### src/rtl/text_cell_reader.sv
// Reads one text row of character/attribute byte pairs from the text RAM per
// active scanline and streams them to the glyph renderer through a 2-entry FIFO.
module text_cell_reader #(
  parameter int VIS_COLS = 30,
  parameter int VIS_ROWS = 17,
  parameter int CELL_H   = 16
) (
  input  logic        clk,
  input  logic        rst,
  input  logic        frame_start,
  input  logic        line_start,
  output logic        ram_ce,
  output logic [10:0] ram_ad,
  input  logic [7:0]  ram_dout,
  output logic        cell_valid,
  input  logic        cell_ready,
  output logic [7:0]  cell_char,
  output logic [7:0]  cell_attr,
  output logic [4:0]  cell_col,
  output logic [3:0]  cell_line,
  output logic        cell_last,
  output logic        busy,
  output logic        overrun
);

  typedef enum logic [2:0] {IDLE, RD_CHAR, RD_ATTR, WAIT, DRAIN} state_t;

  typedef struct packed {
    logic [7:0] ch;
    logic [7:0] attr;
    logic [4:0] col;
    logic [3:0] line;
    logic       last;
  } cell_t;

  localparam logic [4:0] LAST_COL  = 5'(VIS_COLS - 1);
  localparam logic [3:0] LAST_SCAN = 4'(CELL_H - 1);
  localparam logic [5:0] ROW_LIMIT = 6'(VIS_ROWS);

  state_t      state;
  logic [5:0]  text_row, row_base, row_next;
  logic [3:0]  scan, scan_base, scan_next;
  logic [4:0]  col, next_col;

  // Cell whose char is captured and whose attr arrives on ram_dout next cycle.
  logic        pend;
  logic [7:0]  pend_ch;
  logic [4:0]  pend_col;
  logic [3:0]  pend_line;
  logic        pend_last;

  cell_t       fifo [2];
  logic        wr_ptr, rd_ptr;
  logic [1:0]  count;

  logic        pop, push, flush, restart, advance, start, slot_free;
  logic [2:0]  occupancy;

  assign cell_valid = (count != 2'd0);
  assign cell_char  = fifo[rd_ptr].ch;
  assign cell_attr  = fifo[rd_ptr].attr;
  assign cell_col   = fifo[rd_ptr].col;
  assign cell_line  = fifo[rd_ptr].line;
  assign cell_last  = fifo[rd_ptr].last;
  assign busy       = (state != IDLE) || (count != 2'd0);
  assign pop        = cell_valid && cell_ready;
  assign next_col   = col + 5'd1;

  always_comb begin
    // NOTE: every signal assigned here gets a default first so no latch is inferred.
    row_base  = frame_start ? 6'd0 : text_row;
    scan_base = frame_start ? 4'd0 : scan;
    row_next  = row_base;
    scan_next = scan_base;
    restart   = line_start && !frame_start && busy && (text_row < ROW_LIMIT);
    // A line aborted mid-fetch still counts as a finished line.
    advance   = !frame_start && ((state == DRAIN) || (restart && state != IDLE));
    if (advance) begin
      if (scan == LAST_SCAN) begin
        scan_next = 4'd0;
        row_next  = text_row + 6'd1;
      end else begin
        scan_next = scan + 4'd1;
      end
    end
    start     = line_start && (row_base < ROW_LIMIT) && (row_next < ROW_LIMIT);
    flush     = frame_start || restart;
    push      = pend && !flush;
    // FIFO entries after this edge plus the cell still waiting for its attr byte.
    occupancy = {1'b0, count} - {2'b0, pop} + {2'b0, push} + {2'b0, state == RD_ATTR};
    slot_free = (occupancy < 3'd2);
  end

  always_ff @(posedge clk or posedge rst) begin
    if (rst) begin
      state     <= IDLE;
      text_row  <= '0;
      scan      <= '0;
      col       <= '0;
      pend      <= 1'b0;
      pend_ch   <= '0;
      pend_col  <= '0;
      pend_line <= '0;
      pend_last <= 1'b0;
      // NOTE: the FIFO storage is reset because its head drives the cell outputs directly.
      fifo[0]   <= '0;
      fifo[1]   <= '0;
      wr_ptr    <= 1'b0;
      rd_ptr    <= 1'b0;
      count     <= '0;
      ram_ce    <= 1'b0;
      ram_ad    <= '0;
      overrun   <= 1'b0;
    end else begin
      // NOTE: state registers use non-blocking assignments so every block sees pre-edge values.
      text_row <= row_next;
      scan     <= scan_next;

      if (frame_start)  overrun <= 1'b0;
      else if (restart) overrun <= 1'b1;

      if (flush) begin
        wr_ptr <= 1'b0;
        rd_ptr <= 1'b0;
        count  <= '0;
      end else begin
        if (push) begin
          fifo[wr_ptr] <= '{ch: pend_ch, attr: ram_dout, col: pend_col,
                            line: pend_line, last: pend_last};
          wr_ptr       <= ~wr_ptr;
        end
        if (pop) rd_ptr <= ~rd_ptr;
        count <= count + {1'b0, push} - {1'b0, pop};
      end

      pend   <= 1'b0;
      ram_ce <= 1'b0;

      if (start) begin
        state  <= RD_CHAR;
        col    <= '0;
        ram_ce <= 1'b1;
        ram_ad <= {row_next[4:0], 6'd0};
      end else if (flush) begin
        state <= IDLE;
      end else begin
        case (state)
          RD_CHAR: begin
            state  <= RD_ATTR;
            ram_ce <= 1'b1;
            ram_ad <= {ram_ad[10:1], 1'b1};
          end
          RD_ATTR: begin
            pend      <= 1'b1;
            pend_ch   <= ram_dout;
            pend_col  <= col;
            pend_line <= scan;
            pend_last <= (col == LAST_COL);
            if (col == LAST_COL) begin
              state <= DRAIN;
            end else if (slot_free) begin
              state  <= RD_CHAR;
              col    <= next_col;
              ram_ce <= 1'b1;
              ram_ad <= {text_row[4:0], next_col, 1'b0};
            end else begin
              state <= WAIT;
            end
          end
          WAIT: begin
            if (slot_free) begin
              state  <= RD_CHAR;
              col    <= next_col;
              ram_ce <= 1'b1;
              ram_ad <= {text_row[4:0], next_col, 1'b0};
            end
          end
          DRAIN:   state <= IDLE;
          default: state <= IDLE;
        endcase
      end
    end
  end

endmodule
### config.mk
export PLATFORM = sky130hd
export DESIGN_NAME = text_cell_reader
export DESIGN_NICKNAME = d
export VERILOG_FILES = /design/src/rtl/text_cell_reader.sv
export SDC_FILE = /design/constraint.sdc
export NUM_CORES = 1
export LEC_CHECK = 0
export CORE_MARGIN = 1
export CORE_UTILIZATION = 45
export CTS_BUF_LIST = sky130_fd_sc_hd__clkbuf_4 sky130_fd_sc_hd__clkbuf_8 sky130_fd_sc_hd__clkbuf_16
export CTS_CLUSTER_DIAMETER = 50
export DETAILED_ROUTE_END_ITERATION = 8
export DONT_BUFFER_PORTS = 1
export GPL_TIMING_DRIVEN = 1
export PLACE_DENSITY = 0.69
export SETUP_SLACK_MARGIN = 0.15
export SLEW_MARGIN = 10
export SYNTH_ARGS = -nofsm -noshare
export SYNTH_HDL_FRONTEND = slang
export SYNTH_SLANG_ARGS = --single-unit
### constraint.sdc
create_clock -name clk -period 6.75 [get_ports clk]
set_clock_uncertainty 0.15 [all_clocks]
set_input_delay 1.35 -clock clk [delete_from_list [all_inputs] [get_ports clk]]
set_output_delay 1.35 -clock clk [all_outputs]
set_load 0.005 [all_outputs]
==> impl_metrics.yaml <==
status:
  outcome: "finished clean"
clock_tree:
  cts_max_path_buffers: 2
  cts_buffers: 9
  path_clk_slew_ns: 0.10
  root_buffer: "clkbuf_8"
  post-cts-setup-buffers: 0
  ctsResizeCount: 0
  clock_sinks: 106
  cts-htree-levels: 3
  hold_buffers: 0
  clk_latency_ns: 0.37
  cts_tree: "built"
global_route:
  grt.total_usage: 0.1703
  use_met2: 0.2659
  grt_use_met3: 0.03027
  antenna_found_initial: 0
  grt_pass1_vias: 2967
  grt_most_used_layer: "met2"
  grt_pass1_wl_um: 15150
  grt_max_degree: 57
  use_met1: 0.2346
  gr-total-overflow: 0
logic_synthesis:
  synth_seq_cells: 106
  synth_top_area_share: 0.5317
  synth_cell_types: 50
  synth_top_flop_cell: "dfrtp_1"
  synth_edf_count: 0
  synth_area_leader_cell: "dfrtp_1"
  yosysMostFrequentCell: "dfrtp_1"
  yosys-top-cells-count: "dfrtp_1, mux2_2, nor2_1"
  ys_seq_area_frac: 0.5317
  syn_nets: 419
  ys_async_sr_fraction: 1.000
  synth.avg_cell_area_um2: 12.60
  synth_area_leaders: "dfrtp_1, mux2_2, ha_1, nor2_1, o21ai_0"
  ys_warn_count: 0
  synthCells: 396
  synthesis.area_um2: 4989
die:
  die_w_um: 107.3
  start_util: 0.4602
  chipHeight_um: 107.3
  dieArea_um2: 11510
  num_io_pins: 54
  rows: 38
  coreArea_um2: 10840
route:
  num_vias: 2936
  drc: 0
  wl_per_cell_um: 17.04
  drt-total-wl_um: 9170
  first_pass_iters: 4
  drt-initial-drc-count: 137
  viasPerCell: 5.457
  drt.antenna.violating_nets: 0
cells_and_area:
  fill_cells: 961
  syn_to_final_growth_pct: 6.697
  final_cell_area_um2: 5323
  nets: 417
  finish.utilization: 0.4910
  drive_above_1_share: 0.3241
  regArea_um2: 2653
  antennaDiodeCount: 0
  multiInputGateArea_um2: 2167
worst_setup_path:
  worstSetupStartpointType: "primary input"
  crit_type: "in2reg"
  required_ns: 6.88
  arrival_ns: 5.48
  cp_slowest_stage_delay_ns: 0.89
  worstRegToRegCells: 17
  cpMaxStageDelayCell: "a2111oi_4"
  cp_max_fo: 20
  endpoint_kind: "flop"
  path_cells: "or3b_1 > a21oi_1 > a21oi_2 > nand2_1 > ha_1 > inv_1 > ha_1 > a21o_1 > fa_1 > xor2_1 > nand2_1 > a2111oi_4 > buf_4 > nor2_1 > a211oi_1"
sta:
  rsz0062_at_grt: "no"
  period_share: 0.7929
  hold_viol_final: 0
  setup_violations: 0
  slew_violations: 0
  max_freq_mhz: 186.8
  period_minus_slack_ns: 5.352
  setup_tns_ns: 0
  maxSlewHeadroom: 0.3629
  tightest_slew_ns: 0.9556
placed_design:
  port_buffers: 0
  postPlaceCellArea_um2: 5102
  gp_congestion: 0.8831
  place_hpwl_um: 6156
job:
  maxCapViolCount: 0
worst_hold_path:
  hold_depth: 2
  hold_path_class: "reg2reg"
power:
  irDropWorstVdd_mv: 0.1256
  leakage_nw: 2.557
  p_per_area_nw_per_um2: 218.2
## critical path: cells and delay by family
family                   cells  cell delay [ns]
AND/OR/NAND/NOR              4             0.82
adder cells (fa/ha/maj)      3             0.84
XOR/XNOR                     1             0.18
buffers and inverters        2             0.37
AO/OA/AOI/OAI                5             1.90
## logic make-up (layout without fill, tap and decap cells)
kind of cell,Yosys count,count (layout),synth area share
simple gates,72,72,0.07299
mux,103,103,0.2313
buf+inv,37,39,0.03386
compound gates,52,52,0.07550
xor+xnor,16,16,0.02809
fa+ha+maj,10,10,0.02659
flops,106,106,0.5317
## flip-flops by register name, summed over array words and instances, names as in the netlist, 2 cells and up
| name | flops |
|---|---|
| text_row | 6 |
| fifo | 52 |
| col | 5 |
| state | 3 |
| scan | 4 |
| pend_col | 5 |
| pend_ch | 8 |
| pend_line | 4 |
| count | 2 |
| ram_ad | 11 |
## layer usage
layer	vias to the layer above	wire [um]
met3	11	436
met4	0	151
li1	1379	-
met2	72	4356
met1	1474	4225
met5	-	0
## cell usage in the layout, fill, tap and decap left out, drive strengths merged, types with 2 or more instances in the layout
cell	count
a211o	2
a211oi	6
a21o	2
a21oi	14
and2	3
and3	2
buf	4
bufinv	2
clkbuf	10
clkinv	3
dfrtp	106
ha	9
inv	20
mux2	98
mux2i	5
nand2	7
nand2b	3
nand3	12
nand4	3
nor2	30
nor3	3
o211ai	2
o21ai	17
o21bai	2
o22ai	2
or2	2
or3	2
or3b	2
xnor2	8
xor2	8
## path summary, 6_finish.rpt
path                                  startpoint                 endpoint  slack (ns)
setup / recovery                     frame_start    ram_ad[4]$_DFFE_PP0P_        1.40
min in group asynchronous                    rst  pend_col[2]$_DFFE_PP0P_        0.77
hold reg to reg              fifo[0]$_DFFE_PP0P_      fifo[0]$_DFFE_PP0P_        0.34
hold / removal               fifo[0]$_DFFE_PP0P_      fifo[0]$_DFFE_PP0P_        0.34
setup reg to reg           text_row[1]$_DFF_PP0_    ram_ad[4]$_DFFE_PP0P_        1.65
max in group asynchronous                    rst    text_row[4]$_DFF_PP0_        4.56
## power breakdown
part	total, mW	switching [mW]	internal [mW]
clock	0.429	0.214	0.215
sequential	0.668	0.0137	0.654
combinational	0.0639	0.0375	0.0263
## final cells by class
class	count	share of cell area
Sequential cell	106	0.4984
Multi-Input combinational cell	253	0.4071
Tap cell	140	0.03291
Clock buffer	10	0.02468
Clock inverter	5	0.01669
Inverter	20	0.01457
Timing Repair Buffer	4	0.005642
## per-stage QoR
stage               hold WS (ns)  total power, mW  instances  setup WS, ns
global route              0.3686            1.208        538         1.126
detailed placement        0.3148           0.7462        523         1.013
finish                    0.3355            1.161        538         1.398
global placement          0.3087           0.7426        523         1.138
floorplan                 0.2944           0.7308        396         1.671
CTS                       0.3390            1.178        538         1.412
No activity file was read; power rests on OpenSTA's default activity.
